**src/rtl/vga_sync_decoder.sv**
```systemverilog
// rtl/vga_sync_decoder.sv - rebuilds raster x/y, data-enable and lock status from incoming hsync/vsync
module vga_sync_decoder #(
    parameter int H_ACTIVE   = 640,
    parameter int H_FP       = 16,
    parameter int H_SYNC     = 96,
    parameter int H_BP       = 48,
    parameter int V_ACTIVE   = 480,
    parameter int V_FP       = 10,
    parameter int V_SYNC     = 2,
    parameter int V_BP       = 33,
    parameter int SYNC_POL   = 0,
    parameter int LOCK_LINES = 8
) (
    input  logic       px_clk_i,
    input  logic       reset_i,
    input  logic       hsync_i,
    input  logic       vsync_i,
    output logic [9:0] x_o,
    output logic [9:0] y_o,
    output logic       active_o,
    output logic       line_start_o,
    output logic       frame_start_o,
    output logic       locked_o,
    output logic       h_err_o,
    output logic       v_err_o
);
    localparam int H_TOTAL = H_ACTIVE + H_FP + H_SYNC + H_BP;
    localparam int V_TOTAL = V_ACTIVE + V_FP + V_SYNC + V_BP;
    localparam logic [9:0]  H_LOAD   = 10'(H_ACTIVE + H_FP);
    localparam logic [9:0]  V_LOAD   = 10'(V_ACTIVE + V_FP);
    localparam logic [9:0]  H_LAST   = 10'(H_TOTAL - 1);
    localparam logic [9:0]  V_LAST   = 10'(V_TOTAL - 1);
    localparam logic [11:0] LOS_LAST = 12'(2 * H_TOTAL - 1);
    localparam logic        POL      = (SYNC_POL != 0);

    typedef enum logic [2:0] {SEARCH, H_ACQ, V_ACQ, V_CHK, LOCKED} state_t;

    state_t      state_q, state_d;
    logic        hs_s1_q, hs_s2_q, hs_s3_q, vs_s1_q, vs_s2_q, vs_s3_q;
    logic [9:0]  h_cnt_q, h_cnt_d, v_cnt_q, v_cnt_d, v_nat;
    logic [9:0]  hw_q, hw_d, vw_q, vw_d, vw_now;
    logic [11:0] los_q, los_d;
    logic [7:0]  gl_q, gl_d;
    logic        wok_q, wok_d, locked_q, h_err_q, h_err_d, v_err_q, v_err_d;
    logic        hs_rise, hs_fall, vs_rise, vs_fall, h_end, h_wrap, los_hit, v_chk;

    always_comb begin
        hs_rise = hs_s2_q & ~hs_s3_q;
        hs_fall = ~hs_s2_q & hs_s3_q;
        vs_rise = vs_s2_q & ~vs_s3_q;
        vs_fall = ~vs_s2_q & vs_s3_q;
        h_end   = (h_cnt_q == H_LAST);
        h_wrap  = h_end & ~hs_rise;

        h_cnt_d = hs_rise ? H_LOAD : (h_end ? 10'd0 : h_cnt_q + 10'd1);
        hw_d    = hs_rise ? 10'd1 : ((hs_s2_q && hw_q != 10'h3FF) ? hw_q + 10'd1 : hw_q);
        h_err_d = (hs_rise && h_cnt_q != H_LOAD - 10'd1) || (hs_fall && hw_q != 10'(H_SYNC));
        wok_d   = hs_fall ? (hw_q == 10'(H_SYNC)) : wok_q;

        v_nat   = h_wrap ? ((v_cnt_q == V_LAST) ? 10'd0 : v_cnt_q + 10'd1) : v_cnt_q;
        v_cnt_d = vs_rise ? V_LOAD : v_nat;
        // The wrap that coincides with the vs falling edge still belongs to the pulse.
        vw_now  = (h_wrap && vs_s3_q && vw_q != 10'h3FF) ? vw_q + 10'd1 : vw_q;
        vw_d    = vs_rise ? 10'd0 : vw_now;
        v_chk   = (state_q == V_CHK) || (state_q == LOCKED);
        v_err_d = v_chk && ((vs_rise && v_nat != V_LOAD) || (vs_fall && vw_now != 10'(V_SYNC)));

        los_d   = hs_rise ? 12'd0 : ((los_q == 12'hFFF) ? los_q : los_q + 12'd1);
        los_hit = !hs_rise && (los_q == LOS_LAST);

        state_d = state_q;
        gl_d    = gl_q;
        if (state_q != SEARCH && los_hit) begin
            state_d = SEARCH;
        end else begin
            case (state_q)
                SEARCH: if (hs_rise) begin
                    state_d = H_ACQ;
                    gl_d    = 8'd0;
                end
                H_ACQ: begin
                    if (h_err_d) begin
                        gl_d = 8'd0;
                    end else if (hs_rise && wok_q) begin
                        gl_d = gl_q + 8'd1;
                        if (gl_q == 8'(LOCK_LINES - 1)) state_d = V_ACQ;
                    end
                end
                V_ACQ:   if (h_err_d) state_d = SEARCH; else if (vs_rise) state_d = V_CHK;
                V_CHK:   if (h_err_d || v_err_d) state_d = SEARCH; else if (vs_rise) state_d = LOCKED;
                LOCKED:  if (h_err_d || v_err_d) state_d = SEARCH;
                default: state_d = SEARCH;
            endcase
        end
    end

    always_ff @(posedge px_clk_i) begin
        if (reset_i) begin
            state_q  <= SEARCH;
            hs_s1_q  <= 1'b0;
            hs_s2_q  <= 1'b0;
            hs_s3_q  <= 1'b0;
            vs_s1_q  <= 1'b0;
            vs_s2_q  <= 1'b0;
            vs_s3_q  <= 1'b0;
            h_cnt_q  <= 10'd0;
            v_cnt_q  <= 10'd0;
            hw_q     <= 10'd0;
            vw_q     <= 10'd0;
            los_q    <= 12'd0;
            gl_q     <= 8'd0;
            wok_q    <= 1'b0;
            locked_q <= 1'b0;
            h_err_q  <= 1'b0;
            v_err_q  <= 1'b0;
        end else begin
            state_q  <= state_d;
            hs_s1_q  <= (hsync_i == POL);
            hs_s2_q  <= hs_s1_q;
            hs_s3_q  <= hs_s2_q;
            vs_s1_q  <= (vsync_i == POL);
            vs_s2_q  <= vs_s1_q;
            vs_s3_q  <= vs_s2_q;
            h_cnt_q  <= h_cnt_d;
            v_cnt_q  <= v_cnt_d;
            hw_q     <= hw_d;
            vw_q     <= vw_d;
            los_q    <= los_d;
            gl_q     <= gl_d;
            wok_q    <= wok_d;
            locked_q <= (state_q == LOCKED);
            h_err_q  <= h_err_d;
            v_err_q  <= v_err_d;
        end
    end

    assign x_o           = h_cnt_q;
    assign y_o           = v_cnt_q;
    assign locked_o      = locked_q;
    assign h_err_o       = h_err_q;
    assign v_err_o       = v_err_q;
    assign active_o      = locked_q && (h_cnt_q < 10'(H_ACTIVE)) && (v_cnt_q < 10'(V_ACTIVE));
    assign line_start_o  = locked_q && (h_cnt_q == 10'd0) && (v_cnt_q < 10'(V_ACTIVE));
    assign frame_start_o = locked_q && (h_cnt_q == 10'd0) && (v_cnt_q == 10'd0);
endmodule

```
**config.mk**
```make
export PLATFORM = sky130hd
export DESIGN_NAME = vga_sync_decoder
export DESIGN_NICKNAME = d
export VERILOG_FILES = /design/src/rtl/vga_sync_decoder.sv
export SDC_FILE = /design/constraint.sdc
export NUM_CORES = 1
export LEC_CHECK = 0
export ABC_AREA = 1
export CORE_ASPECT_RATIO = 1.75
export CORE_MARGIN = 1.5
export CORE_UTILIZATION = 59
export DETAILED_ROUTE_END_ITERATION = 10
export PLACE_DENSITY = 0.8
export SYNTH_ARGS = -nofsm -noshare
export SYNTH_HDL_FRONTEND = slang
export SYNTH_SLANG_ARGS = --single-unit
```
**constraint.sdc**
```tcl
create_clock -name px_clk_i -period 2.69 [get_ports px_clk_i]
set_input_delay 0.269 -clock px_clk_i [delete_from_list [all_inputs] [get_ports px_clk_i]]
set_output_delay 0.269 -clock px_clk_i [all_outputs]
set_load 0.01 [all_outputs]
```
==> results of run 1 <==
[final cells by class]
| class | count | area share, % |
|---|---|---|
| Timing Repair Buffer | 32 | 6.77 |
| Tap cell | 82 | 2.22 |
| Inverter | 90 | 7.31 |
| Clock inverter | 3 | 0.325 |
| Clock buffer | 13 | 5.63 |
| Sequential cell | 73 | 31.6 |
| Multi-Input combinational cell | 412 | 46.1 |
[stage by stage]
stage / instance area, µm² / utilization (%) / instances / hold WS, ns
2_1_floorplan: 3960 / - / 584 / 0.336
6_report: 4620 / 71.2 / 705 / 0.400
3_3_place_gp: 4340 / 66.8 / 689 / 0.393
4_1_cts: 4610 / 71.1 / 705 / 0.401
3_5_place_dp: 4340 / 66.8 / 689 / 0.394
5_1_grt: 4620 / 71.2 / 705 / 0.439
[path summary, 6_finish.rpt]
kind | from | endpoint | cells after the start
hold / removal | hs_s1_q | hs_s2_q | 2
setup / recovery | x_o[0] | state_q[2] | 10
hold reg to reg | hs_s1_q | hs_s2_q | 2
setup reg to reg | x_o[0] | state_q[2] | 10
[state kept, by name (all words and copies together) (netlist names)]
signal / cells
h_err_o: 1
y_o: 10
los_q: 12
gl_q: 8
wok_q: 1
state_q: 3
vs_s3_q: 1
x_o: 10
hs_s2_q: 1
vw_q: 10
locked_o: 1
hs_s1_q: 1
v_err_o: 1
hw_q: 10
hs_s3_q: 1
vs_s1_q: 1
vs_s2_q: 1
[report_power, final]
part / switching, mW / internal (mW)
clock network: 0.431 / 0.670
logic: 0.356 / 0.215
registers: 0.0565 / 1.14
total: 0.843 / 2.02
[cells in the final DEF, fill, tap and decap left out, types with 4 or more instances in the layout]
master	instances
a21oi_1	38
clkbuf_16	9
clkdlybuf4s50_1	29
dfxtp_1	73
ha_1	8
inv_1	85
inv_2	4
nand2_1	116
nand2_2	4
nand3_1	45
nand4_1	15
nor2_1	86
nor3_1	18
nor3b_1	5
nor4_1	4
o21ai_0	21
or2_2	6
xnor2_1	4
xor2_1	12
[cell families after synthesis]
family / share of synthesized area (%)
buffers and inverters: 9.45
and+or+nand+nor: 37.8
DFF: 36.9
xor gates and xnor gates: 3.54
AOI/OAI and AO/OA: 9.48
adders and majority gates: 2.84
[tightest hold or removal path, stage by stage, from the launching register on]
cell and delay, ns:
dfxtp_1 0.29, inv_1 0.04, nor2_1 0.03
[layer usage]
layer	global-route usage, %	wire, µm	part of all wire [%]
met1	29.7	3650	40
met2	48.4	4810	52
met3	5.86	343	3.7
met4	17.0	418	4.5
met5	0	0	0
[what timing repair did]
action / CTS / global route
setup endpoints to repair: 0 / 3
hold buffers: 0 / 0
endpoints found under the hold margin: 0 / 0
resized for setup: 0 / 3
==> impl_results.md, run 1 <==
- Multi-input gate area: around 2100 µm²
- Fin crit period: 2.42 ns
- DR pass1 iterations: 5
- Pwr Total: about 2.9 mW
- Critical Path Start Type: flip-flop
- Status: completed
- Area contributors post-synth: dfxtp_1, nand2_1, nor2_1, inv_1, nand3_1
- CP endpoint kind: flip-flop
- Synthesized cell area: between 3000 and 4000 µm²
- Layout cells sized above 1: under 10%
- Clock Skews: roughly 0.0073 ns
- Mapped Cells: between 500 and 600
- Setup CP Type: reg -> reg
- Post-synth ARST share: 0%
- Sequential cell area: roughly 1500 µm²
- Final worst-path setup slack: ~0.27 ns
- Clk_lat worst skew: around 0.33 ns
- IO buf count: 29
- Worst Tran Pin Value: ~0.53 ns
- Die Span Y: around 110 µm
- Clock transition at path regs: ~0.060 ns
- Synth unique cells: 39
- Final hold vios: 0
- Initial antenna violation count: 0
- Crit-path cells: ha_2 -> nand3_4 -> o31ai_1 -> and2_2 -> nand3_1 -> a211oi_1 -> o21a_1 -> nand3_1 -> nand2_1 -> nor2_1
- Fin. max-slew vios: 0
- Routed wire per std cell: 13.1 µm
- Root buf cell: clkbuf_16
- Max-Cap Viols: 0
- Tcrit/Tclk final: 89.9%
- Overall Global Routing Usage: between 20% and 30%
- Die area: roughly 7200 µm²
- CTS tree: yes
- First-pass GRT wire length: between 15000 and 20000 µm
- R2R Setup Slk: 0.27 ns
- Dominant synthesized flop cell: dfxtp_1
- Synth top area share: around 37%
- Inserted Clock Buffers: 9
- Post-route ant nets: 0
- Vias: 3867
- Total gr overflow: 0
- Hpwl dp: ~7000 µm
- Most frequent cell on the critical path: nand3_1
- Rel. slew slack: between 60% and 70%
- VDD IR max: between 0.6 and 0.7 mV
- Placer's final routability congestion estimate: around 0.93
- Sum Neg Setup Slack: 0 ns
- Crit-path max cell delay: 0.40 ns
- CTS H-tree lvls: 3
- Antenna Cells: 0
- Vias/cell: 5.49
- Buf/Inv on CP: 0
- Sequential area share after synthesis: between 30 and 40%
- Leak: between 2 and 2.5 nW
- Cell taking the most area after synthesis: dfxtp_1
- WL final: between 9000 and 10000 µm
- Post-CTS Setup Bufs: 0
- Post-Syn Nets: 597
- Initial DRC count: 179
- Avg Inst Size Synth: 6.78 µm²
- DRC Markers: 0
- Seq cells post-synth: 73
- Most frequent cell after synthesis: nand2_1
- Sink Count: between 70 and 80
- # rows: 39
- Fillers: 550
- Initial core utilization: around three fifths
- Pin count of the biggest net entering global routing: 14
- Vias in the first global route: roughly 3700
- Worst path slowest cell: o31ai_1
- Clk buf depth: 2
- EDFF count, synth: 0
- Die width: 64.9 µm
- Area grow syn2layout: 16.8%
- Yosys warns: 0
- Boundary Pins: 30
- PwrDens: approximately 620 nW/µm²
- HP Class: reg -> reg
- Nets: approximately 630
- Maximum clock frequency: 413 MHz
- CP Data Arrival Time: around 2.6 ns
- Post-synth top cells: nand2_1, nor2_1, inv_1
- Setup WS pre-CTS: around 0.19 ns
- Crit path max fanout: 7
- CP Data Required Time: around 2.9 ns
- Core Area: ~6500 µm²
- RSZ-0062 raised after global routing: false
- CP top delay family: compound AO/OA/AOI/OAI gates
- # setup viols final: 0
No activity file was read; power rests on OpenSTA's default activity.
==> run 2: changes to the inputs <==
CORE_UTILIZATION = 63   (was 59)
DONT_BUFFER_PORTS = 1   (was not set)
PLACE_DENSITY = 0.79   (was 0.8)
==> run 2 against run 1 <==
Cell count shrank 4.3%. Highest routed layer unchanged. Critical path type unchanged. Fmax shrank 1.5%. Register-to-register slack lost 0.04 ns. Power shrank 13%. Hold slack lost 0.30 ns. Worst setup slack lost 0.036 ns.
==> impl_results.md, run 2 (synthesis gave the netlist of run 1 again) <==
- Vias/cell: around 5.5
- Psw: 0.779 mW
- Post-route ant nets: 0
- Die Span Y: 108 µm
- Inserted Clock Buffers: 9
- Worst Tran Pin Value: 0.768 ns
- Core Area: 6130 µm²
- VDD IR max: 0.437 mV
- CTS tree: yes
- Die area: between 6000 and 7000 µm²
- Seq pwr share: 48.0%
- Internal: 1.72 mW
- Fin. max-slew vios: 0
- IO buf count: 0
- Pwr Total: roughly 2.5 mW
- Die width: 62.9 µm
- Leak: roughly 1.9 nW
- Switching Fraction: about 31%
- Placer's final routability congestion estimate: about 0.86
- Routed wire per std cell: 13.5 µm
- Critical Path Start Type: flip-flop
- # setup viols final: 0
- Clk buf depth: 2
- Fin crit period: around 2.5 ns
- Clk_lat worst skew: about 0.35 ns
- Largest register FFs: 12
- Sum Neg Setup Slack: 0 ns
- Final worst-path setup slack: between 0.2 and 0.25 ns
- CP Data Required Time: slightly below 3 ns
- Layout cells sized above 1: roughly 7.6%
- Clock transition at path regs: 0.07 ns
- # rows: 38
- Clock Skews: around 0.0082 ns
- Crit path max fanout: 6
- Sequential cell area: roughly 1500 µm²
- Max-Cap Viols: 0
- Vias in the first global route: about 3700
- Setup WS pre-CTS: 0.235 ns
- CP endpoint kind: flip-flop
- PwrDens: 587 nW/µm²
- Reg with most FFs: los_q
- DRC Markers: 0
- Multi-input gate area: approximately 2100 µm²
- Initial antenna violation count: 0
- Initial DRC count: ~200
- Final hold vios: 0
- Root buf cell: clkbuf_8
- Commonest non-fill, non-tap cell in the layout: nand2_1
- WL final: just over 9000 µm
- Commonest non-fill, non-tap cells in the layout: nand2_1, nor2_1, inv_1
- Pin count of the biggest net entering global routing: 18
- Rel. slew slack: 48.6%
- First-pass GRT wire length: about 16000 µm
- Hpwl dp: ~7000 µm
- Initial core utilization: between 60% and 70%
- Sink Count: 73
- Combinational share of power: a little over a fifth
- Antenna Cells: 0
- Status: completed
- Total gr overflow: 0
- Boundary Pins: 30
- HP Class: in -> reg
- CP Data Arrival Time: about 2.7 ns
- CTS H-tree lvls: 3
- Setup CP Type: reg -> reg
- Maximum clock frequency: 407 MHz
- Overall Global Routing Usage: around 29%
- Nets: roughly 600
- Clock network power share: ~30%
- RSZ-0062 raised after global routing: false
- DR pass1 iterations: 4
- Area grow syn2layout: 7.49%
- Fillers: approximately 530
- Vias: around 3700
- Tcrit/Tclk final: between 90% and 100%
-- run 2: cell types whose count changed in the layout (fill, tap and decap cells not counted), sizes merged --
| cell | before | now |
|---|---|---|
| clkinv | 4 | 1 |
| dlygate4sd3 | 0 | 4 |
| clkdlybuf4s50 | 29 | 0 |
-- run 2: what timing repair did --
action                     in CTS  in global routing
hold buffers                    4                  0
setup endpoints to repair       0                  1
buffers inserted                0                  0
hold endpoints to repair       18                  0
resized for setup               0                  1
-- run 2: area by class of cell --
type | instances | area share (%)
clock buffer | 13 | 3.97
inverter | 90 | 7.94
multi-input combinational | 412 | 49.9
sequential | 73 | 34.4
tap | 80 | 2.35
timing repair buffer | 7 | 1.47
-- run 2: metrics by stage --
step | cells | instance area (µm²) | hold slack (ns) | utilization [%]
3_5_place_dp | 658 | 4050 | 0.339 | 66.0
2_1_floorplan | 584 | 3960 | 0.336 | -
5_1_grt | 675 | 4260 | 0.0944 | 69.4
3_3_place_gp | 658 | 4050 | 0.338 | 66.0
4_1_cts | 675 | 4250 | 0.0763 | 69.4
6_report | 675 | 4260 | 0.104 | 69.4
-- run 2: path summary, 6_finish.rpt --
kind	start	to	slack (ns)	cells past startpoint
max	y_o[1]	state_q[1]	0.23	15
min	reset_i	y_o[2]	0.10	3
max reg2reg	y_o[1]	state_q[1]	0.23	15
min reg2reg	vs_s1_q	vs_s2_q	0.40	2
-- run 2: layer usage --
layer | global-route usage, % | share of wire, % | up-vias
met4 | 15.9 | 3.9 | 0
met2 | 55.4 | 54 | 96
met5 | 0 | 0 | -
li1 | - | - | 1894
met3 | 5.86 | 3.8 | 34
met1 | 28.5 | 38 | 1690
-- run 2: power by group through the flow --
stage               combinational [mW]  clock (mW)  sequential, mW
floorplan                        0.432           0            1.20
global placement                 0.507           0            1.22
detailed placement               0.524           0            1.22
CTS                              0.538       0.784            1.20
global route                     0.610       0.822            1.21
finish                           0.538       0.760            1.20
-- run 2: worst max-delay path: stages, from the launching register on --
cell and delay (ns):
dfxtp_1 0.48, ha_1 0.20, inv_1 0.06, nor2_1 0.27, nand3_1 0.12, nor2_1 0.19, xor2_1 0.21, nand3_1 0.10
nor2_1 0.10, nand3_1 0.07, nand2_1 0.06, nand2_1 0.06, nand2_2 0.09, nand3_4 0.10, a21oi_1 0.17, nor2_1 0.06
==> run 3: changes to the inputs <==
SKIP_CTS_REPAIR_TIMING = 1   (was not set)
TNS_END_PERCENT = 10   (was not set)
==> run 3 against run 2 <==
Register-to-register slack about the same. Clock skew decreased by 0.0017 ns. Count of clock-buffer cells in the layout stayed put. Utilization rose by 0.16 points. Via count decreased by 0.62%.
==> impl_results.md, run 3 (synthesis gave the netlist of run 1 again) <==
- Status: completed
- Vias in the first global route: between 3000 and 4000
- # setup viols final: 0
- Clk_lat worst skew: around 0.35 ns
- Internal: ~1.7 mW
- Rel. slew slack: a little over half
- Psw: between 0.7 and 0.8 mW
- Clock Skews: between 0.006 and 0.007 ns
- Tcrit/Tclk final: between 90% and 100%
- Fin. max-slew vios: 0
- Total gr overflow: 0
- Crit-path cells: ha_1 -> inv_1 -> nor2_1 -> nand3_1 -> nor2_1 -> xor2_1 -> nand3_1 -> nor2_1 -> nand3_1 -> nand2_1 -> nand2_1 -> nand2_2 -> nand3_4 -> a21oi_1 -> nor2_1
- R2R depth: 15
- Clk buf depth: 2
- Layout cells sized above 1: 7.55%
- Die area: a little under 7000 µm²
- Vias/cell: 5.46
- Nets: just over 600
- Crit-path max cell delay: approximately 0.48 ns
- Placer's final routability congestion estimate: roughly 0.86
- Sum Neg Setup Slack: 0 ns
- Clock transition at path regs: ~0.070 ns
- Initial core utilization: ~65%
- Seq pwr share: between 40% and 50%
- Initial antenna violation count: 0
- R2R Setup Slk: 0.23 ns
- Hpwl dp: roughly 6900 µm
- Critical Path Start Type: flip-flop
- Hold Path Origin: reset_i
- CP Data Arrival Time: ~2.7 ns
- Largest register FFs: 12
- Root buf cell: clkbuf_8
- Switching Fraction: about 31%
- Hold Path Cell Cnt: 3
- Inserted Clock Buffers: 9
- PwrDens: approximately 600 nW/µm²
- Post-route ant nets: 0
- Reg with most FFs: los_q
- Max-Cap Viols: 0
- Die Span Y: 108 µm
- Leak: around 1.9 nW
- CTS tree: yes
- Clock network power share: a little under a third
- Area grow syn2layout: 7.74%
- HP Class: in -> reg
- Die width: 62.9 µm
- CP Launch Point: y_o[1]
- Overall Global Routing Usage: 28.8%
- Final hold vios: 0
- Commonest non-fill, non-tap cell in the layout: nand2_1
- Maximum clock frequency: roughly 410 MHz
- Antenna Cells: 0
- Core Area: 6130 µm²
- Layout Cells excl Fill: between 600 and 700
- RSZ-0062 raised after global routing: false
- Fin Hold WS: 0.105 ns
- Dpl cell area: a little over 4000 µm²
- CP Data Required Time: between 2 and 3 ns
- DR pass1 iterations: 4
- Worst Hold End: y_o[2]
- Pwr Total: roughly 2.5 mW
- DRC Markers: 0
- Sink Count: 73
- Worst Tran Pin Value: between 0.7 and 0.8 ns
- WL final: between 9000 and 10000 µm
- Combinational share of power: between 20% and 30%
- IO buf count: 0
- Fin crit period: 2.46 ns
- Setup CP Type: reg -> reg
- Vias: roughly 3700
- First-pass GRT wire length: roughly 16000 µm
- CP endpoint kind: flip-flop
- RR Startpoint: y_o[1]
- Setup WS pre-CTS: about 0.23 ns
- CTS H-tree lvls: 3
- Commonest non-fill, non-tap cells in the layout: nand2_1, nor2_1, inv_1
- Final worst-path setup slack: roughly 0.23 ns
- Pin count of the biggest net entering global routing: 22
- VDD IR max: a little over 0.5 mV
- R2R Path End: state_q[1]
- Crit path max fanout: 6
- Worst path slowest cell: dfxtp_1
- Most frequent cell on the critical path: nor2_1
- Routed wire per std cell: ~13 µm
- Inst Count DP: 658
- Layout Utilization: a little over two thirds
- # rows: 38
- Initial DRC count: approximately 170
- Boundary Pins: 30
- Design Area, Final: between 4000 and 5000 µm²
[run 3: changes by cell type in the layout (fill, tap and decap cells not counted), sizes merged]
cell | before | now
dlygate4sd3 | 4 | 5
[run 3: how the worst max path moves through the flow]
stage | end | slack, ns | depth (start not counted)
detailed placement | state_q[1] | 0.23 | 10
floorplan | state_q[0] | 0.55 | 18
CTS | state_q[1] | 0.21 | 10
global placement | state_q[0] | 0.29 | 15
finish | state_q[1] | 0.23 | 15
global route | state_q[2] | 0.007 | 16
[run 3: final cells by class]
cell class	instances	area (µm²)
flip-flops and latches	73	1460
inverters	90	338
repair buffers	8	72.6
clock buffers	13	169
fillers	529	1870
well taps	80	100
multi-input cells	412	2120
[run 3: worst max-delay path: cells and delay by family (launching register included)]
family | cells | cell delay (ns)
buffers and inverters | 1 | 0.06
and+or+nand+nor | 11 | 1.23
adders and majority gates | 1 | 0.20
AOI/OAI and AO/OA | 1 | 0.17
DFF | 1 | 0.48
xor gates and xnor gates | 1 | 0.21
[run 3: power by group through the flow]
stage               sequential (mW)  combinational, mW  clock [mW]
global route                   1.21              0.611       0.822
CTS                            1.20              0.528       0.784
global placement               1.22              0.507           0
floorplan                      1.20              0.432           0
detailed placement             1.22              0.524           0
finish                         1.20              0.538       0.763
[run 3: metal layers]
layer | part of all wire [%] | vias to the layer above | track usage (%)
met4 | 3.5 | 0 | 15.2
met3 | 3.5 | 30 | 5.75
met1 | 38 | 1678 | 28.3
met2 | 55 | 88 | 55.3
met5 | 0 | - | 0
li1 | - | 1895 | -
